$ cat src/rtl/awg_rd_stream_if.sv
// awg_rd_stream_if: control, ic_ram read port and sample stream of the AWG read streamer.
interface awg_rd_stream_if #(
    parameter int ram_dw = 128,
    parameter int ram_aw = 9,
    parameter int smp_w  = 16
);
    logic              start;
    logic              stop;
    logic              loop_en;
    logic [ram_aw-1:0] start_addr;
    logic [ram_aw-1:0] end_addr;
    logic [ram_aw-1:0] addrb;
    logic [ram_dw-1:0] doutb;
    logic [smp_w-1:0]  smp_data;
    logic              smp_valid;
    logic              smp_ready;
    logic              busy;
    logic              done;

    modport master (
        input  start, stop, loop_en, start_addr, end_addr, doutb, smp_ready,
        output addrb, smp_data, smp_valid, busy, done
    );

    modport slave (
        output start, stop, loop_en, start_addr, end_addr, doutb, smp_ready,
        input  addrb, smp_data, smp_valid, busy, done
    );
endinterface

$ cat src/rtl/awg_rd_stream.sv
// awg_rd_stream: streams ic_ram words from start_addr to end_addr as lane-ordered samples.
module awg_rd_stream #(
    parameter int ram_dw = 128,
    parameter int ram_aw = 9,
    parameter int smp_w  = 16
) (
    input logic clk,
    input logic rst,
    awg_rd_stream_if.master bus
);
    localparam int l  = ram_dw / smp_w;
    localparam int lw = l > 1 ? $clog2(l) : 1;

    logic              busy_q, more_q, loop_q, rd_v, rd_last, done_q;
    logic [ram_aw-1:0] addr_q, start_q, end_q;
    logic [ram_dw-1:0] word_q [2];
    logic [1:0]        last_q;
    logic              wp, rp;
    logic [1:0]        cnt, cnt_n;
    logic [lw-1:0]     lane;
    logic              valid, lane_end, xfer, pop, at_end, take, go, fin;
    logic [ram_dw-1:0] head;

    always_comb begin
        valid    = cnt != 2'd0;
        head     = word_q[rp];
        lane_end = lane == lw'(l - 1);
        xfer     = valid & bus.smp_ready;
        pop      = xfer & lane_end;
        cnt_n    = cnt + {1'b0, rd_v} - {1'b0, pop};
        at_end   = addr_q == end_q;
        // a read is only committed if its word is guaranteed a free slot on arrival
        take     = busy_q & more_q & (cnt_n < 2'd2);
        go       = bus.start & ~busy_q & ~bus.stop;
        fin      = pop & last_q[rp];
    end

    always_ff @(posedge clk) begin
        if (rst) begin
            busy_q  <= 1'b0;
            more_q  <= 1'b0;
            loop_q  <= 1'b0;
            rd_v    <= 1'b0;
            rd_last <= 1'b0;
            done_q  <= 1'b0;
            addr_q  <= '0;
            start_q <= '0;
            end_q   <= '0;
            last_q  <= '0;
            wp      <= 1'b0;
            rp      <= 1'b0;
            cnt     <= '0;
            lane    <= '0;
        end else if (bus.stop | fin) begin
            busy_q <= 1'b0;
            more_q <= 1'b0;
            rd_v   <= 1'b0;
            done_q <= fin & ~bus.stop;
            wp     <= 1'b0;
            rp     <= 1'b0;
            cnt    <= '0;
            lane   <= '0;
        end else begin
            done_q  <= 1'b0;
            rd_v    <= take;
            rd_last <= take & at_end & ~loop_q;
            cnt     <= cnt_n;
            if (go) begin
                busy_q  <= 1'b1;
                more_q  <= 1'b1;
                addr_q  <= bus.start_addr;
                start_q <= bus.start_addr;
                end_q   <= bus.end_addr;
                loop_q  <= bus.loop_en;
            end
            if (take) begin
                addr_q <= at_end ? (loop_q ? start_q : addr_q) : addr_q + 1'b1;
                more_q <= ~(at_end & ~loop_q);
            end
            if (rd_v) begin
                word_q[wp] <= bus.doutb;
                last_q[wp] <= rd_last;
                wp         <= ~wp;
            end
            if (xfer)
                lane <= lane_end ? '0 : lane + 1'b1;
            if (pop)
                rp <= ~rp;
        end
    end

    assign bus.addrb     = addr_q;
    assign bus.smp_valid = valid;
    assign bus.smp_data  = valid ? head[lane*smp_w +: smp_w] : '0;
    assign bus.busy      = busy_q;
    assign bus.done      = done_q;
endmodule

$ cat src/flat_wrapper.sv
// flat-port wrapper written by rule: the top's interface ports become plain ports
module awg_rd_stream_flat 
#(
    parameter int ram_dw = 128,
    parameter int ram_aw = 9,
    parameter int smp_w  = 16
)
  (clk, rst, bus_start, bus_stop, bus_loop_en, bus_start_addr, bus_end_addr, bus_doutb, bus_smp_ready, bus_addrb, bus_smp_data, bus_smp_valid, bus_busy, bus_done);
  awg_rd_stream_if #(.ram_dw(ram_dw), .ram_aw(ram_aw), .smp_w(smp_w)) bus_i ();
  input logic clk;
  input logic rst;
  input wire logic [$bits(bus_i.start)-1:0] bus_start;
  input wire logic [$bits(bus_i.stop)-1:0] bus_stop;
  input wire logic [$bits(bus_i.loop_en)-1:0] bus_loop_en;
  input wire logic [$bits(bus_i.start_addr)-1:0] bus_start_addr;
  input wire logic [$bits(bus_i.end_addr)-1:0] bus_end_addr;
  input wire logic [$bits(bus_i.doutb)-1:0] bus_doutb;
  input wire logic [$bits(bus_i.smp_ready)-1:0] bus_smp_ready;
  output wire logic [$bits(bus_i.addrb)-1:0] bus_addrb;
  output wire logic [$bits(bus_i.smp_data)-1:0] bus_smp_data;
  output wire logic [$bits(bus_i.smp_valid)-1:0] bus_smp_valid;
  output wire logic [$bits(bus_i.busy)-1:0] bus_busy;
  output wire logic [$bits(bus_i.done)-1:0] bus_done;
  assign bus_i.start = bus_start;
  assign bus_i.stop = bus_stop;
  assign bus_i.loop_en = bus_loop_en;
  assign bus_i.start_addr = bus_start_addr;
  assign bus_i.end_addr = bus_end_addr;
  assign bus_i.doutb = bus_doutb;
  assign bus_i.smp_ready = bus_smp_ready;
  assign bus_addrb = bus_i.addrb;
  assign bus_smp_data = bus_i.smp_data;
  assign bus_smp_valid = bus_i.smp_valid;
  assign bus_busy = bus_i.busy;
  assign bus_done = bus_i.done;
  awg_rd_stream #(.ram_dw(ram_dw), .ram_aw(ram_aw), .smp_w(smp_w)) u_core (.clk(clk), .rst(rst), .bus(bus_i));
endmodule
$ cat config.mk
export PLATFORM = sky130hd
export DESIGN_NAME = awg_rd_stream_flat
export DESIGN_NICKNAME = d
export VERILOG_FILES = /design/src/rtl/awg_rd_stream_if.sv /design/src/rtl/awg_rd_stream.sv /design/src/flat_wrapper.sv
export SDC_FILE = /design/constraint.sdc
export NUM_CORES = 1
export LEC_CHECK = 0
export BUFFER_PORTS_ARGS = -buffer_cell sky130_fd_sc_hd__buf_2
export CAP_MARGIN = 10
export CORE_ASPECT_RATIO = 1.2
export CORE_MARGIN = 2
export CORE_UTILIZATION = 51
export DETAILED_ROUTE_END_ITERATION = 8
export HOLD_SLACK_MARGIN = 0.02
export PLACE_DENSITY = 0.82
export SLEW_MARGIN = 10
export SYNTH_ARGS = -nofsm -noshare
export SYNTH_HDL_FRONTEND = slang
export SYNTH_SLANG_ARGS = --single-unit
export TNS_END_PERCENT = 30
$ cat constraint.sdc
create_clock -name clk -period 13.3 [get_ports clk]
set_clock_uncertainty 0.2 [all_clocks]
set_input_delay 2.66 -clock clk [delete_from_list [all_inputs] [get_ports clk]]
set_output_delay 2.66 -clock clk [all_outputs]
set_load 0.01 [all_outputs]
==> results of run 1 <==
registers in the layout (all words and copies together) (netlist names), 2 cells and up, named ones only:
register / flops
u_core.end_q: 9
u_core.last_q: 2
u_core.cnt: 2
u_core.lane: 3
u_core.word_q: 256
u_core.bus.addrb: 9
u_core.start_q: 9
cell usage in the layout (no fill, tap or decap), types with 6 or more instances in the layout:
master / Yosys / layout
buf_2: 10 / 179
inv_1: 11 / 11
clkbuf_1: 17 / 7
mux4_2: 80 / 80
edfxtp_1: 256 / 256
nand4_1: 7 / 7
dfxtp_1: 43 / 40
clkbuf_16: 0 / 29
diode_2: 0 / 8
xnor2_1: 9 / 9
nor2_1: 42 / 41
and2_1: 16 / 16
o32ai_1: 6 / 6
nand3_1: 6 / 6
a211oi_1: 7 / 7
mux2i_1: 23 / 23
buf_4: 0 / 7
area by class of cell:
| cell class | count | area, sq um | share of cell area |
|---|---|---|---|
| Tap cell | 315 | 394 | 0.0280 |
| Multi-Input combinational cell | 266 | 3110 | 0.221 |
| Timing Repair Buffer | 186 | 948 | 0.0675 |
| Inverter | 11 | 41.3 | 0.00294 |
| Clock inverter | 17 | 233 | 0.0166 |
| Antenna cell | 8 | 20.0 | 0.00142 |
| Sequential cell | 299 | 8550 | 0.609 |
| Clock buffer | 36 | 752 | 0.0535 |
worst min path at each step:
stage	startpoint	slack, ns	to	cells after the start
floorplan	u_core.last_q[1]	0.26	u_core.last_q[1]	2
global placement	u_core.start_q[7]	0.28	u_core.start_q[7]	2
detailed placement	u_core.start_q[8]	0.29	u_core.start_q[8]	2
CTS	u_core.start_q[8]	0.31	u_core.start_q[8]	2
global route	u_core.start_q[8]	0.33	u_core.start_q[8]	2
finish	u_core.start_q[8]	0.30	u_core.start_q[8]	2
report_power, final:
group / internal [mW] / leakage [nW] / switching [mW]
registers: 1.02 / 2.65 / 0.00463
logic: 0.0276 / 1.76 / 0.0360
clock network: 0.500 / 0.477 / 0.333
stage by stage:
| stage | instance area, sq um | setup slack (ns) | power, mW |
|---|---|---|---|
| 2_1_floorplan | 11800 | 0.262 | 1.07 |
| 3_3_place_gp | 13100 | 7.39 | 1.10 |
| 3_5_place_dp | 13100 | 7.30 | 1.11 |
| 4_1_cts | 14000 | 6.92 | 1.94 |
| 5_1_grt | 14000 | 6.78 | 1.98 |
| 6_report | 14100 | 7.06 | 1.92 |
worst max-delay path: stages (launching register included):
cell     delay (ns)
dfxtp_4        0.66
buf_4          0.72
mux4_2         0.60
mux4_2         0.50
and2_1         0.18
buf_2          0.13
layer usage:
layer / vias up / share of wire / GRT usage
met5: - / 0.0016 / 0
met4: 6 / 0.023 / 0.0633
met3: 45 / 0.079 / 0.0507
met2: 240 / 0.51 / 0.320
met1: 3148 / 0.39 / 0.240
li1: 2873 / - / -
cells by family (layout without fill, tap and decap cells):
logic type,after synthesis,count (layout),share of synthesized area
DFF,299,299,0.722
and+or+nand+nor,108,108,0.0479
muxes,104,104,0.173
buffers and inverters,43,250,0.0160
AOI/OAI and AO/OA,37,37,0.0260
xor gates and xnor gates,12,12,0.0100
adders and majority gates,5,5,0.00529
other,0,8,0
==> impl_metrics.tcl, run 1 <==
set metrics [dict create \
    arrival_ns 3.38 \
    io_buffers 179 \
    synth_common_cells "256 x edfxtp_1, 80 x mux4_2, 43 x dfxtp_1, 42 x nor2_1, 23 x mux2i_1" \
    worst_pin_slew_ns 1.13 \
    reg2reg_depth 9 \
    cts_tree "yes" \
    final_nets 950 \
    power_density_nw_per_um2 137 \
    first_pass_iters 5 \
    root_buffer "clkbuf_16" \
    avgSynthCellArea_sq_um 19.5 \
    cp_max_fo 40 \
    grt.overflow.total 0 \
    synth_seq_cells 299 \
    cp-endpoint "bus_smp_data[14]" \
    drive_gt1_frac 0.391 \
    p_leak_nw 4.88 \
    row_count 61 \
    clk_latency_ns 0.54 \
    hold_buffers 0 \
    rrSetupSlack_ns 8.55 \
    fin_util 0.612 \
    synth.most_common_cell "edfxtp_1" \
    crit_type "reg2out" \
    synth_edf_count 256 \
    postSynth.asyncResetShare 0 \
    grt_max_degree 88 \
    vias 6312 \
    max_slew_margin 0.247 \
    wl_per_cell_microns 20.4 \
    finalWirelength_mm 23.3 \
    rsz0062_at_grt "no" \
    hold_viol 0 \
    viasPerCell 5.55 \
    fin_crit_ns 6.24 \
    period_share 0.469 \
    boundaryPins 180 \
    irDropWorstVdd_uv 113 \
    finalNonFillerCells 1138 \
    end_kind "primary output" \
    outcome "finished, final reports clean" \
    netlist_area_sq_um 11800 \
    fillers 1627 \
    synthCells 608 \
    postCtsSetupBuffers 0 \
    ant_nets 0 \
    dpl.cell_count 1077 \
    fp.dieW_microns 143 \
    worstPathRequired_ns 10.44 \
    cts_buffers 29 \
    initial_core_util 0.515 \
    antenna_found_initial 11 \
    synthesis.nets 765 \
    dieArea_sq_um 24400 \
    area_delta_synth_final_pct 18.7 \
    synth_cell_types 47 \
    htreeDepth 1 \
    fmax_mhz 160 \
    tns_ns 0 \
    synth_top_cell_by_area "edfxtp_1" \
    clockBufferDepth 3 \
    drtIter0Drc 460 \
    drc 0 \
    grt_pass1_wl_mm 35.2 \
    hold_ws_ns 0.305 \
    r2r_end "u_core.word_q[0][88]" \
    grt_pass1_vias 6540 \
    ys_seq_area_frac 0.722 \
    synthTopCellsByArea "edfxtp_1 65%, mux4_2 15%, dfxtp_1 7.3%" \
    report.final.slew_viol_count 0 \
    post_cts_resized 0 \
    start_kind "flip-flop" \
    die_y_microns 171 \
    track_usage 0.190 \
    hpwl_mm 15.0 \
    finalSetupViolCount 0 \
    min_path_type "reg2reg" \
    clk_pin_slew_ns 0.06 \
    cts.sinks 299 \
    synth_top_area_frac 0.649 \
    routabilityCongestion 0.818 \
    coreArea_sq_um 23000 \
    r2r_start "u_core.lane[0]" \
    cap_violations 0 \
    ys.flop_type "edfxtp_1" \
    ys_warn_count 0 \
]
Note: power is estimated with default switching activity, not from simulation.
==> inputs of run 2 (changes only) <==
ABC_AREA = 1   (was default)
PLACE_DENSITY = 0.81   (was 0.82)
clock period = 5.1 ns   (was 13.3 ns; I/O delays follow)
==> run 2 against run 1 <==
Effect of this change: final cell count is 32% higher; sequential cell count unchanged; clock power increased to 2.6 times the previous value; global-route usage increased by 5.0 points; clock-buffer cell count fell by 4; power grew to 2.6 times the previous value; die area increased by 1.9%; setup slack worse by 6.4 ns; critical path type unchanged; critical endpoint is now bus_smp_data[6]; highest routed layer unchanged.
==> impl_metrics.tcl, run 2 <==
set metrics [dict create \
    clockBufferDepth 3 \
    cts_tree "yes" \
    worstHoldStart "u_core.last_q[0]" \
    grt_pass1_wl_mm 45.9 \
    viasPerCell 5.79 \
    synth_edf_count 256 \
    wl_per_cell_microns 20.2 \
    cap_violations 0 \
    setup_slack_ns 0.657 \
    synth_seq_cells 299 \
    synth.most_common_cell "edfxtp_1" \
    synth_top_cell_by_area "edfxtp_1" \
    swShare 0.198 \
    synth_cell_types 35 \
    reg2reg_depth 15 \
    rsz0062_at_grt "no" \
    cts_buffers 29 \
    report.final.slew_viol_count 0 \
    rrSetupSlack_ns 1.58 \
    drtIter0Drc 975 \
    vias 8662 \
    first_pass_iters 5 \
    dpl.cell_count 1437 \
    finalNonFillerCells 1497 \
    power_density_nw_per_um2 353 \
    finalWirelength_mm 30.3 \
    path_cells "buf_4 > o21ai_0 > o221ai_1 > nand3_1 > a21oi_1 > buf_2" \
    routabilityCongestion 0.826 \
    worstPathRequired_ns 3.88 \
    area_delta_synth_final_pct 17.7 \
    synth_common_cells "256 x edfxtp_1, 186 x nor2_1, 149 x o21ai_0, 62 x nand2_1, 45 x o221ai_1" \
    start_kind "flip-flop" \
    irDropWorstVdd_uv 275 \
    initial_core_util 0.520 \
    grt_max_degree 92 \
    cp_slowest_cell "dfxtp_4" \
    r2r_start "u_core.cnt[1]" \
    fin_crit_ns 4.44 \
    hold_viol 0 \
    cpPeakStageDelay_ns 0.76 \
    synthesis.nets 1152 \
    fmax_mhz 225 \
    finalSetupViolCount 0 \
    track_usage 0.239 \
    htreeDepth 1 \
    netlist_area_sq_um 12100 \
    synthTopCellsByArea "edfxtp_1 64%, dfxtp_1 7.1%, o21ai_0 6.2%" \
    r2r_end "u_core.bus.addrb[6]" \
    fp.dieW_microns 144 \
    boundaryPins 180 \
    largest_reg_flops 256 \
    arrival_ns 3.22 \
    layout_common_cells "256 x edfxtp_1, 184 x nor2_1, 179 x buf_2, 149 x o21ai_0, 62 x nand2_1" \
    place_area_sq_um 13200 \
    p_leak_nw 5.13 \
    ys_seq_area_frac 0.708 \
    io_buffers 179 \
    ys_warn_count 0 \
    p_comb_frac 0.033 \
    coreArea_sq_um 23200 \
    worst_pin_slew_ns 0.983 \
    period_share 0.871 \
    drc 0 \
    max_slew_margin 0.343 \
    tns_ns 0 \
    synthCells 995 \
    regMostFlops "u_core.word_q" \
    hpwl_mm 19.2 \
    antenna_found_initial 5 \
    postSynth.asyncResetShare 0 \
    clkPwrFrac 0.433 \
    ys.flop_type "edfxtp_1" \
    min_path_type "reg2reg" \
    postCtsSetupBuffers 0 \
    fillers 1795 \
    post_cts_resized 0 \
    grt_pass1_vias 8419 \
    p_int_mw 4.02 \
    grt.overflow.total 0 \
    avgSynthCellArea_sq_um 12.1 \
    seq_power_share 0.533 \
    pre_cts_ws_ns 1.38 \
    hold_depth 2 \
    synth_top_area_frac 0.637 \
    die_y_microns 173 \
    final_common_cell "edfxtp_1" \
    ant_nets 0 \
    hold_buffers 0 \
    final_cell_area_sq_um 14200 \
    dieArea_sq_um 24900 \
    crit_type "reg2out" \
    hold_path_end "u_core.last_q[0]" \
    hold_ws_ns 0.260 \
    outcome "finished, final reports clean" \
    row_count 61 \
    drive_gt1_frac 0.220 \
    cts.sinks 299 \
    switching_power_mw 0.994 \
    root_buffer "clkbuf_16" \
    cp_max_fo 65 \
    clk_pin_slew_ns 0.06 \
    final_nets 1310 \
    end_kind "primary output" \
    clk_latency_ns 0.55 \
]
[run 2: power by group through the flow]
stage,sequential [mW],clock (mW),combinational (mW)
2_1_floorplan,2.73,0,0.0667
4_1_cts,2.67,2.19,0.167
3_3_place_gp,2.72,0,0.159
3_5_place_dp,2.72,0,0.165
5_1_grt,2.67,2.28,0.183
6_report,2.67,2.17,0.168
[run 2: routing by layer]
metal,GRT usage,up-vias,part of all wire
li1,-,3972,-
met1,0.320,4174,0.38
met2,0.398,441,0.50
met3,0.0487,71,0.090
met4,0.0659,4,0.028
met5,0,-,0.0011
[run 2: cells by family after synthesis]
family | after synthesis | share of synthesized area
simple gates | 314 | 0.111
flops | 299 | 0.708
compound gates | 263 | 0.129
buf+inv | 102 | 0.0375
xor+xnor | 12 | 0.00871
fa+ha+maj | 5 | 0.00518
[run 2: how the worst max path moves through the flow]
stage	slack, ns	startpoint	end	cells after the start
detailed placement	1.38	flip-flop	bus_smp_data[15]	6
finish	0.66	flip-flop	bus_smp_data[6]	6
global route	0.55	flip-flop	bus_smp_data[12]	6
CTS	0.74	flip-flop	bus_smp_data[6]	6
floorplan	-0.40	bus_smp_ready	u_core.word_q[1][0]	7
global placement	1.42	flip-flop	bus_smp_data[12]	6
[run 2: area by class of cell]
cell class / count / area, sq um / share of cell area
multi-input cells: 594 / 3080 / 0.217
repair buffers: 193 / 1050 / 0.0740
flip-flops and latches: 299 / 8550 / 0.602
well taps: 315 / 394 / 0.0277
diodes: 7 / 17.5 / 0.00123
inverters: 36 / 139 / 0.00978
clock inverters: 21 / 230 / 0.0162
clock buffers: 32 / 737 / 0.0519
[run 2: metrics by stage]
step | power (mW) | util
detailed placement | 2.89 | 0.570
CTS | 5.03 | 0.612
global placement | 2.88 | 0.570
finish | 5.01 | 0.612
floorplan | 2.79 | -
global route | 5.14 | 0.612
[run 2: critical path, delay by kind of cell (launching register included)]
family                 cells  cell delay (ns)
AO/OA/AOI/OAI              3             0.87
buffers and inverters      2             0.81
flip-flops                 1             0.76
AND/OR/NAND/NOR            1             0.15
==> inputs of run 3 (changes only) <==
--- a/config.mk
+++ b/config.mk
@@ -9,5 +9,4 @@
 export BUFFER_PORTS_ARGS = -buffer_cell sky130_fd_sc_hd__buf_2
 export CAP_MARGIN = 10
-export CORE_ASPECT_RATIO = 1.2
 export CORE_MARGIN = 2
 export CORE_UTILIZATION = 51
@@ -15,4 +14,5 @@
 export HOLD_SLACK_MARGIN = 0.02
 export PLACE_DENSITY = 0.81
+export RECOVER_POWER = 100
 export SLEW_MARGIN = 10
 export SYNTH_ARGS = -nofsm -noshare
==> constraint.sdc (replaced) <==
create_clock -name clk -period 5.1 [get_ports clk]
set_clock_uncertainty 0.2 [all_clocks]
set_input_delay 0.765 -clock clk [delete_from_list [all_inputs] [get_ports clk]]
set_output_delay 0.765 -clock clk [all_outputs]
set_load 0.01 [all_outputs]
==> run 3 against run 2 <==
Effect of this change: register-to-register slack worse by 0.84 ns; global-route usage is 0.36 points lower; setup slack improved by 0.085 ns; power down 0.21%; largest cell class unchanged; non-clock buffer count unchanged; maximum frequency rose by 1.9%; core utilization is 1.1 points lower; sequential cell count stayed put; sequential power about the same; the run now ends with max-capacitance violations, max-slew violations left; clock-buffer cell count up 15; sequential share of layout area grew 0.74 points.
==> impl_metrics.tcl, run 3 (same netlist as run 2, synthesis figures left out) <==
set metrics [dict create \
    coreArea_sq_um 23300 \
    fin_crit_ns 4.36 \
    root_buffer "clkbuf_16" \
    arrival_ns 4.37 \
    die_y_microns 158 \
    clk_latency_ns 0.54 \
    first_pass_iters 5 \
    total_power_mw 5.00 \
    report.final.slew_viol_count 18 \
    end_kind "flip-flop" \
    fmax_mhz 229 \
    initial_core_util 0.517 \
    final_cell_area_sq_um 14000 \
    clk_pin_slew_ns 0.06 \
    p_leak_nw 4.76 \
    finalWirelength_mm 29.7 \
    post_cts_resized 0 \
    outcome "finished with violations" \
    violations "max-capacitance violations, max-slew violations" \
    wl_met2_mm 13.7 \
    htreeDepth 1 \
    cap_violations 1 \
    dieArea_sq_um 24900 \
    hold_buffers 0 \
    vias 8562 \
    place_area_sq_um 13200 \
    hold_viol 0 \
    final_nets 1311 \
    drtIter0Drc 914 \
    grt_pass1_vias 8099 \
    crit_type "reg2reg" \
    hpwl_mm 19.1 \
    routabilityCongestion 0.835 \
    reg2reg_depth 10 \
    hold_depth 1 \
    row_count 56 \
    antenna_found_initial 5 \
    min_path_type "in2reg" \
    cts.sinks 299 \
    drt-met1-wl_mm 11.9 \
    rsz0062_at_grt "no" \
    io_buffers 179 \
    grt.overflow.total 0 \
    track_usage 0.236 \
    clockBufferDepth 3 \
    area_delta_synth_final_pct 16.3 \
    max_slew_margin -0.199 \
    grt_pass1_wl_mm 44.5 \
    fin_util 0.602 \
    largest_reg_flops 256 \
    routed.top_layer "met5" \
    final_common_cell "edfxtp_1" \
    fp.dieW_microns 158 \
    cts_tree "yes" \
    layout_common_cells "256 x edfxtp_1, 187 x nor2_1, 150 x o21ai_0, 131 x clkbuf_1, 64 x nand2_1" \
    irDropWorstVdd_uv 325 \
    boundaryPins 180 \
    ant_nets 0 \
    grt_max_degree 69 \
    wl_per_cell_microns 19.8 \
    drive_gt1_frac 0.110 \
    start_kind "flip-flop" \
    viasPerCell 5.71 \
    met3_length_mm 2.95 \
    power_density_nw_per_um2 356 \
    finalSetupViolCount 0 \
    cts_buffers 30 \
    worst_pin_slew_ns 1.79 \
    postCtsSetupBuffers 0 \
    fillers 1840 \
    regMostFlops "u_core.word_q" \
    hold_ws_ns 0.164 \
    drc 0 \
    cp_max_fo 21 \
    worstPathRequired_ns 5.12 \
    period_share 0.854 \
]
==> run 3: final timing paths <==
check	from	end	slack (ns)
min reg2reg	u_core.end_q[8]	u_core.end_q[8]	0.27
min	bus_doutb[35]	u_core.word_q[1][35]	0.16
max	u_core.cnt[1]	u_core.word_q[0][63]	0.74
max reg2reg	u_core.cnt[1]	u_core.word_q[0][63]	0.74
==> run 3: layer usage <==
metal	vias up	global-route usage
met1	4055	0.330
met4	6	0.0913
met5	-	0
met2	454	0.366
met3	82	0.0468
li1	3965	-
==> run 3: worst max-delay path, cell delays in order (launching register included) <==
cell	delay, ns
dfxtp_1	0.33
nor2_1	1.33
inv_4	0.03
nand2_4	0.16
nor2_1	0.10
nand2_2	0.09
nand2_1	0.11
inv_1	0.16
nand2_1	0.30
nor2_4	0.64
clkbuf_2	0.56
==> run 3: layout make-up <==
| type | instances | area [sq um] | area share |
|---|---|---|---|
| Timing Repair Buffer | 193 | 897 | 0.0639 |
| Tap cell | 319 | 399 | 0.0284 |
| Clock inverter | 9 | 140 | 0.00998 |
| Antenna cell | 2 | 5.00 | 0.000357 |
| Inverter | 36 | 139 | 0.00990 |
| Sequential cell | 299 | 8550 | 0.610 |
| Multi-Input combinational cell | 594 | 3060 | 0.218 |
| Clock buffer | 47 | 845 | 0.0602 |
==> run 3: per-stage QoR <==
step | setup WS, ns | instances | TNS (ns)
after CTS | 0.928 | 1497 | 0
after global routing | 0.415 | 1498 | 0
after floorplan | -0.144 | 995 | -18.43
after global placement | 1.50 | 1441 | 0
final | 0.742 | 1499 | 0
after detailed placement | 1.42 | 1441 | 0
==> run 3: report_power, final <==
part	internal [mW]	leakage, nW	switching, mW
sequential	2.66	2.65	0.0118
clock	1.29	0.472	0.890
combinational	0.0549	1.64	0.0972
